==> src/rtl/sgdmac_pkg.sv <==
// Shared SGDMAC types, command layout and command field helpers.
package sgdmac_pkg;

  localparam int CMD_W       = 48;
  localparam int ADDR_LSB    = 16;
  localparam int LEN_W       = 16;
  localparam int BURST_BYTES = 64;

  typedef enum logic [2:0] {
    ST_IDLE      = 3'd0,
    ST_ISSUE     = 3'd1,
    ST_WAIT_BUSY = 3'd2,
    ST_WAIT_DONE = 3'd3,
    ST_CPL       = 3'd4
  } sched_state_e;

  function automatic logic [CMD_W-ADDR_LSB-1:0] cmd_dst(input logic [CMD_W-1:0] cmd);
    return cmd[CMD_W-1:ADDR_LSB];
  endfunction

  function automatic logic [LEN_W-1:0] cmd_len(input logic [CMD_W-1:0] cmd);
    return cmd[LEN_W-1:0];
  endfunction

  // Burst-aligned destination keeps every 64 B engine burst inside one 4 KB page.
  function automatic logic cmd_ok(input logic [CMD_W-1:0] cmd);
    logic [CMD_W-ADDR_LSB-1:0] dst;
    logic [LEN_W-1:0]          len;
    dst = cmd_dst(cmd);
    len = cmd_len(cmd);
    return (len != 16'd0) && (len[1:0] == 2'd0) &&
           ((dst & 32'(BURST_BYTES - 1)) == 32'd0);
  endfunction

endpackage

==> src/rtl/sgdmac_rr_arb.sv <==
// Combinational round-robin picker: first requester above 'last', wrapping.
module sgdmac_rr_arb #(
  parameter int N = 4,
  parameter int W = $clog2(N)
) (
  input  logic [N-1:0] req_i,
  input  logic [W-1:0] last_i,
  output logic [N-1:0] gnt_o,
  output logic [W-1:0] gnt_idx_o
);

  logic found_s;

  // Scan N slots starting just after the previous winner.
  always_comb begin
    gnt_o     = {N{1'b0}};
    gnt_idx_o = {W{1'b0}};
    found_s   = 1'b0;
    for (int i = 1; i <= N; i++) begin
      if (!found_s && req_i[(int'(last_i) + i) % N]) begin
        found_s                             = 1'b1;
        gnt_o[(int'(last_i) + i) % N]       = 1'b1;
        gnt_idx_o                           = W'((int'(last_i) + i) % N);
      end else begin
        found_s = found_s;
      end
    end
  end

endmodule

==> src/rtl/sgdmac_wr_sched.sv <==
// Round-robin scheduler sharing the single SGDMAC write engine among NUM_CH channels.
module sgdmac_wr_sched
  import sgdmac_pkg::*;
#(
  parameter int NUM_CH = 4,
  parameter int CH_W   = $clog2(NUM_CH)
) (
  input  logic                    clk,
  input  logic                    rst_n,
  input  logic [NUM_CH-1:0]       req_valid_i,
  input  logic [NUM_CH*CMD_W-1:0] req_cmd_i,
  output logic [NUM_CH-1:0]       req_ready_o,
  input  logic [NUM_CH-1:0]       ch_en_i,
  output logic                    eng_start_o,
  output logic [CMD_W-1:0]        eng_cmd_o,
  input  logic                    eng_done_i,
  output logic                    cpl_valid_o,
  output logic [CH_W-1:0]         cpl_ch_o,
  output logic                    cpl_err_o,
  output logic                    busy_o,
  output logic [15:0]             cpl_cnt_o
);

  sched_state_e       state_q;
  logic [CMD_W-1:0]   cmd_q;
  logic [CH_W-1:0]    cur_ch_q;
  logic [CH_W-1:0]    last_ch_q;
  logic               err_q;
  logic [15:0]        cpl_cnt_q;

  logic [NUM_CH-1:0]  eligible_s;
  logic [NUM_CH-1:0]  gnt_s;
  logic [CH_W-1:0]    gnt_idx_s;
  logic [CMD_W-1:0]   cmd_sel_s;
  logic               cmd_ok_s;

  assign eligible_s = req_valid_i & ch_en_i;
  assign cmd_sel_s  = req_cmd_i[int'(gnt_idx_s)*CMD_W +: CMD_W];
  assign cmd_ok_s   = cmd_ok(cmd_q);

  sgdmac_rr_arb #(
    .N (NUM_CH),
    .W (CH_W)
  ) u_arb (
    .req_i     (eligible_s),
    .last_i    (last_ch_q),
    .gnt_o     (gnt_s),
    .gnt_idx_o (gnt_idx_s)
  );

  // Ready is masked by reset so a held valid is never acknowledged while in reset.
  assign req_ready_o = (rst_n && (state_q == ST_IDLE)) ? gnt_s : {NUM_CH{1'b0}};
  assign eng_start_o = (state_q == ST_ISSUE) && cmd_ok_s && eng_done_i;
  assign eng_cmd_o   = cmd_q;
  assign cpl_valid_o = (state_q == ST_CPL);
  assign cpl_ch_o    = cur_ch_q;
  assign cpl_err_o   = err_q;
  assign busy_o      = (state_q != ST_IDLE);
  assign cpl_cnt_o   = cpl_cnt_q;

  // Command FSM; done is level-sensed, so WAIT_BUSY skips the stale idle cycle after start.
  always_ff @(posedge clk) begin
    if (!rst_n) begin
      state_q   <= ST_IDLE;
      cmd_q     <= {CMD_W{1'b0}};
      cur_ch_q  <= {CH_W{1'b0}};
      last_ch_q <= CH_W'(NUM_CH - 1);
      err_q     <= 1'b0;
      cpl_cnt_q <= 16'd0;
    end else begin
      case (state_q)
        ST_IDLE: begin
          if (|gnt_s) begin
            cmd_q     <= cmd_sel_s;
            cur_ch_q  <= gnt_idx_s;
            last_ch_q <= gnt_idx_s;
            state_q   <= ST_ISSUE;
          end
        end
        ST_ISSUE: begin
          if (!cmd_ok_s) begin
            err_q   <= 1'b1;
            state_q <= ST_CPL;
          end else if (eng_done_i) begin
            state_q <= ST_WAIT_BUSY;
          end
        end
        ST_WAIT_BUSY: begin
          if (!eng_done_i) begin
            state_q <= ST_WAIT_DONE;
          end
        end
        ST_WAIT_DONE: begin
          if (eng_done_i) begin
            state_q <= ST_CPL;
          end
        end
        ST_CPL: begin
          cpl_cnt_q <= cpl_cnt_q + 16'd1;
          err_q     <= 1'b0;
          state_q   <= ST_IDLE;
        end
        default: begin
          state_q <= ST_IDLE;
        end
      endcase
    end
  end

endmodule

==> config.mk <==
export PLATFORM = sky130hd
export DESIGN_NAME = sgdmac_wr_sched
export DESIGN_NICKNAME = d
export VERILOG_FILES = /design/src/rtl/sgdmac_pkg.sv /design/src/rtl/sgdmac_rr_arb.sv /design/src/rtl/sgdmac_wr_sched.sv
export SDC_FILE = /design/constraint.sdc
export NUM_CORES = 1
export LEC_CHECK = 0
export ABC_AREA = 1
export BUFFER_PORTS_ARGS = -buffer_cell sky130_fd_sc_hd__buf_2
export CAP_MARGIN = 30
export CORE_UTILIZATION = 52
export CTS_CLUSTER_SIZE = 10
export DETAILED_ROUTE_END_ITERATION = 8
export PLACE_DENSITY = 0.88
export SETUP_SLACK_MARGIN = 0.4
export SYNTH_ARGS = -nofsm -noshare
export SYNTH_HDL_FRONTEND = slang
export SYNTH_SLANG_ARGS = --single-unit
==> constraint.sdc <==
create_clock -name clk -period 5.9 [get_ports clk]
set_clock_uncertainty 0.15 [all_clocks]
set_input_delay 1.475 -clock clk [delete_from_list [all_inputs] [get_ports clk]]
set_output_delay 1.475 -clock clk [all_outputs]
set_load 0.1 [all_outputs]
==> results_dict.tcl, run 1 <==
set metrics [dict create \
    ant_nets 0 \
    nNetsFinal 1475 \
    synth_top_area_share_pct 24.8 \
    relSlewSlack_pct 33.5 \
    hpwl_um 13000 \
    grt_pass1_wl_um 28100 \
    critical_path_required_ps 4280 \
    slowest_stage "dfxtp_1" \
    routed_wl_um 17600 \
    first_pass_iters 5 \
    io_pins 277 \
    avgSynthCellArea_um2 5.66 \
    track_usage_pct 30.2 \
    post-route-min-period_ps 4660 \
    ys_types 34 \
    drive_gt1_share_pct 25.2 \
    vias_per_cell 4.97 \
    cts_setup_buffers 0 \
    final_common_cell "nand2_1" \
    synth_area_leader_cell "nand2_1" \
    insertion_delay_ps 350 \
    gp_congestion 0.909 \
    finalSetupTns_ps 0 \
    h-tree-depth 3 \
    rsz0062_at_grt "no" \
    max_freq_mhz 215 \
    cts_tree "built" \
    path_cells "inv_4, ha_1, inv_1, nand3_1, nand2_2, nand3_1, nor2_2, nand2_1, a31oi_1, buf_2" \
    syn_area_um2 5830 \
    dr_total_vias 7007 \
    area_growth_pct 24.6 \
    async_reset_ff_share_pct 0 \
    drc 0 \
    dr.first_iter.drc_count 467 \
    cap_violations 0 \
    portBuffers 276 \
    gr-total-overflow 0 \
    crit_path_max_fanout 14 \
    grt_max_degree 101 \
    ys_warn_count 0 \
    synth_cells 1031 \
    dieArea_um2 11600 \
    antenna_found_initial 1 \
    hold_violations 0 \
    cts.clk_slew.worst_paths_ps 80 \
    root_buffer "clkbuf_8" \
    cpPeakStageDelay_ps 710 \
    initial_utilization_pct 53.6 \
    setup_viol 0 \
    clock_sink_count 72 \
    drv_slew 0 \
    finalCritPeriodShare_pct 78.9 \
    hold_buffers 0 \
    ctsResizeCount 0 \
    ys_ff_latch 72 \
    synth_nets 1243 \
    status "finished, final reports clean" \
    hp-class "reg2reg" \
    synth_edf_count 0 \
    crit_path_frequent_cell "nand3_1" \
    row_count 38 \
    yosysSeqAreaShare_pct 24.7 \
    critical_path_class "reg2out" \
    die_h_um 108 \
    grt_pass1_vias 6173 \
    endpoint_kind "output port" \
    die_w_um 108 \
    clockBufferDepth 2 \
    numCtsBuffers 9 \
    core_area_um2 10900 \
    final_cell_mix "385 x nand2_1, 276 x buf_2, 128 x nand3_1" \
    synth-main-ff-cell "dfxtp_1" \
    detail_route.wl_per_cell_um 12.5 \
    arrival_ps 3030 \
    setup.worst_path.start_class "flip-flop" \
    worstMarginPinSlew_ps 998 \
    synth_top_cells_by_area "nand2_1 25%, dfxtp_1 25%, nand3_1 11%, inv_1 8.2%, nor2_1 7.7%" \
    fin_util_pct 66.8 \
]
## layout make-up
cell class | count | area [um2]
clock inverters | 7 | 62.6
multi-input cells | 769 | 3560
repair buffers | 280 | 1410
clock buffers | 9 | 124
inverters | 131 | 494
diodes | 1 | 2.50
flip-flops and latches | 72 | 1440
fillers | 1046 | 3620
well taps | 140 | 175
## cell families after synthesis
| group | after synthesis | share of synthesized area [%] |
|---|---|---|
| flops | 72 | 24.7 |
| xor+xnor | 1 | 0.150 |
| simple gates | 722 | 55.0 |
| fa+ha+maj | 9 | 1.93 |
| compound gates | 37 | 3.69 |
| buf+inv | 190 | 14.5 |
## cell usage after synthesis (11+ instances only)
master / instances
nand2_1: 385
nand3_1: 128
inv_1: 127
nor2_1: 120
dfxtp_1: 72
nand3b_1: 48
buf_2: 20
a21oi_1: 16
buf_4: 16
nand4_1: 12
clkbuf_1: 11
## worst max-delay path: cells and delay by family (launching register included)
family | cells | cell delay (ps)
adder cells (fa/ha/maj) | 1 | 400
AO/OA/AOI/OAI | 1 | 160
flip-flops | 1 | 710
buffers and inverters | 3 | 780
AND/OR/NAND/NOR | 5 | 610
## path summary, 6_finish.rpt
| check | slack (ps) | from | cells past startpoint | end |
|---|---|---|---|---|
| worst max-delay path | 1240 | last_ch_q[0]$_SDFFE_PN1P_ | 10 | req_ready_o[1] |
| worst min-delay path | 320 | cpl_ch_o[1]$_SDFFE_PN0P_ | 2 | cpl_ch_o[1]$_SDFFE_PN0P_ |
| worst max register to register | 1730 | last_ch_q[0]$_SDFFE_PN1P_ | 16 | eng_cmd_o[7]$_SDFFE_PN0P_ |
| worst min register to register | 320 | cpl_ch_o[1]$_SDFFE_PN0P_ | 2 | cpl_ch_o[1]$_SDFFE_PN0P_ |
## state kept, by name, summed over array words and instances, names as in the netlist
register	count
cpl_ch_o	2
cpl_cnt_o	16
state_q	3
last_ch_q	2
eng_cmd_o	48
cpl_err_o	1
## per-stage QoR
step | cells | worst slack, ps | hold WS [ps] | cell area [um2]
after floorplan | 1031 | 518 | 385 | 5830
after global placement | 1392 | 1410 | 305 | 7080
after detailed placement | 1392 | 1360 | 315 | 7080
after CTS | 1408 | 1240 | 326 | 7270
after global routing | 1409 | 1010 | 356 | 7270
final | 1409 | 1240 | 324 | 7270
## routing by layer
metal	wire length (um)	global-route usage, %
met1	7510	37.7
met2	8430	51.6
met3	1230	6.72
met4	415	9.49
met5	0	0
Power of run 1 is not shown: default switching activity piles up to over one toggle a cycle in this logic, so the estimate is an artifact.
==> run 2: changes to the inputs <==
Settings changed: ABC_AREA 1 to 0, CORE_UTILIZATION 52 to 43, PLACE_DENSITY 0.88 to 0.78.
Clock period 5.9 ns to 3.79 ns, I/O delays scaled along.
==> results_dict.tcl, run 2 <==
set metrics [dict create \
    ys_ff_latch 72 \
    gp_congestion 0.842 \
    antenna_found_initial 1 \
    critical_path_required_ps 2690 \
    setup_viol 2 \
    arrival_ps 2740 \
    async_reset_ff_share_pct 0 \
    final_cell_mix "264 x buf_2, 70 x dfxtp_1, 66 x nand2_1" \
    relSlewSlack_pct 50.1 \
    leakage_uw 0.00382 \
    final_common_cell "buf_2" \
    fin_util_pct 67.4 \
    core_area_um2 12800 \
    clockBufferDepth 2 \
    drv_slew 0 \
    setup.worst_path.start_class "primary input" \
    numCtsBuffers 9 \
    crit_path_max_fanout 5 \
    largest_reg_flops 48 \
    synth_cells 716 \
    grt_pass1_vias 6639 \
    power_density_nw_per_um2 1130 \
    nNetsFinal 1203 \
    grt_pass1_wl_um 32800 \
    cts_tree "built" \
    cpPeakStageDelay_ps 470 \
    dr_total_vias 7252 \
    avgSynthCellArea_um2 7.98 \
    initial_utilization_pct 44.7 \
    clock_sink_count 72 \
    worst_hold_slack_ps 327 \
    cap_violations 0 \
    post-route-min-period_ps 3840 \
    final_area_um2 8600 \
    synth_top_family_by_area "compound AO/OA/AOI/OAI gates" \
    synthMuxAreaShare_pct 11.4 \
    max_freq_mhz 261 \
    area_growth_pct 50.5 \
    track_usage_pct 30.6 \
    io_pins 277 \
    synth_xor_xnor_area_share_pct 1.99 \
    ys_warn_count 0 \
    synth_top_cells_by_area "dfxtp_1 25%, mux2_2 9.3%, a221o_1 8.2%, o211ai_1 6.3%, o21ai_0 6.0%" \
    row_count 41 \
    synth_commonest_cells "72 x dfxtp_1, 69 x o21ai_0, 66 x nand2_1" \
    detail_route.wl_per_cell_um 19.2 \
    ir_drop_mv 0.492 \
    finalCritPeriodShare_pct 101 \
    first_pass_iters 5 \
    yosysSeqAreaShare_pct 25.2 \
    routed_wl_um 22500 \
    power_uw 9710 \
    die_w_um 117 \
    worstMarginPinSlew_ps 749 \
    dieArea_um2 13800 \
    slowest_stage "a222oi_1" \
    status "complete, but fails checks" \
    gr-total-overflow 0 \
    hp-class "reg2reg" \
    portBuffers 276 \
    path_cells "buf_6, buf_6, nand4b_1, o21ai_4, buf_6, or2_4, a222oi_1, and3_4, buf_12" \
    vias_per_cell 6.21 \
    endpoint_kind "output port" \
    root_buffer "clkbuf_16" \
    cts.clk_slew.worst_paths_ps 50 \
    synth-adder-area-share_pct 1.97 \
    violations "negative setup slack" \
    h-tree-depth 3 \
    hpwl_um 14500 \
    place_area_um2 7530 \
    synth-main-ff-cell "dfxtp_1" \
    syn_area_um2 5720 \
    place_ws_ps -95.5 \
    synth_area_leader_cell "dfxtp_1" \
    met2_usage_pct 52.3 \
    dr.first_iter.drc_count 734 \
    rsz0062_at_grt "yes" \
    drc 0 \
    synth-compound-area-share_pct 33.6 \
    drive_gt1_share_pct 49.0 \
    synth_nets 928 \
    synth_edf_count 0 \
    grt_util_met1_pct 36.0 \
    synth_top_area_share_pct 25.2 \
    grt_busiest_layer "met2" \
    synthSimpleGateAreaFrac_pct 18.8 \
    critical_path_class "in2out" \
    insertion_delay_ps 330 \
    ant_nets 0 \
    crit_path_frequent_cell "buf_6" \
    grt_max_degree 95 \
    hold_violations 0 \
    ys_types 54 \
    grtUsageMet3_pct 7.78 \
    synth_most_common_cell "dfxtp_1" \
    die_h_um 117 \
    setup_ws_ps -45.1 \
]
-- run 2: power breakdown --
part,internal [uW],total [uW],switching (uW)
Combinational,2950,7680,4740
Sequential,984,1130,150
Clock,570,891,320
-- run 2: final timing paths --
kind | end | cells past startpoint | from | slack [ps]
setup reg to reg | eng_cmd_o[35]$_SDFFE_PN0P_ | 12 | last_ch_q[0]$_SDFFE_PN1P_ | 380
hold reg to reg | cpl_ch_o[0]$_SDFFE_PN0P_ | 2 | cpl_ch_o[0]$_SDFFE_PN0P_ | 330
hold / removal | cpl_ch_o[0]$_SDFFE_PN0P_ | 2 | cpl_ch_o[0]$_SDFFE_PN0P_ | 330
setup / recovery | req_ready_o[3] | 9 | ch_en_i[3] | -50
-- run 2: kinds of logic (layout without fill, tap and decap cells) --
logic type               Yosys count  in the layout
buffers and inverters             94            373
AO/OA/AOI/OAI                    277            277
XOR/XNOR                          13             13
adder cells (fa/ha/maj)            9              9
other                              0              1
flip-flops                        72             72
multiplexers                      54             54
AND/OR/NAND/NOR                  197            197
-- run 2: layer usage --
layer	vias up	share of wire, %	wire length (um)
li1	3358	-	-
met1	3424	40	8930
met2	411	49	11000
met3	59	8.4	1880
met4	0	2.8	623
met5	-	0	0
-- run 2: worst max-delay path: cells and delay by family --
kind	cells	cell delay, ps
simple gates	3	720
compound gates	2	550
buf+inv	4	510
-- run 2: cell type report --
class	instances	area [um2]
well taps	172	215
clock inverters	6	83.8
repair buffers	344	2340
diodes	1	2.50
fillers	1076	4170
flip-flops and latches	72	1450
multi-input cells	550	4240
inverters	14	55.1
clock buffers	9	225
-- run 2: repair_timing --
action / CTS / global route
setup endpoints to repair: 33 / 56
pin swaps: 18 / 60
setup buffers: 8 / 14
cloned: 1 / 8
hold buffers: 0 / 0
gates resized for setup: 32 / 77
-- run 2: through the flow --
step                setup TNS [ps]  std cells
finish                       -89.0       1168
global route                  -249       1167
CTS                              0       1145
detailed placement            -288       1121
global placement              -167       1120
floorplan                    -5.02        716
Note: power is estimated with default switching activity, not from simulation.
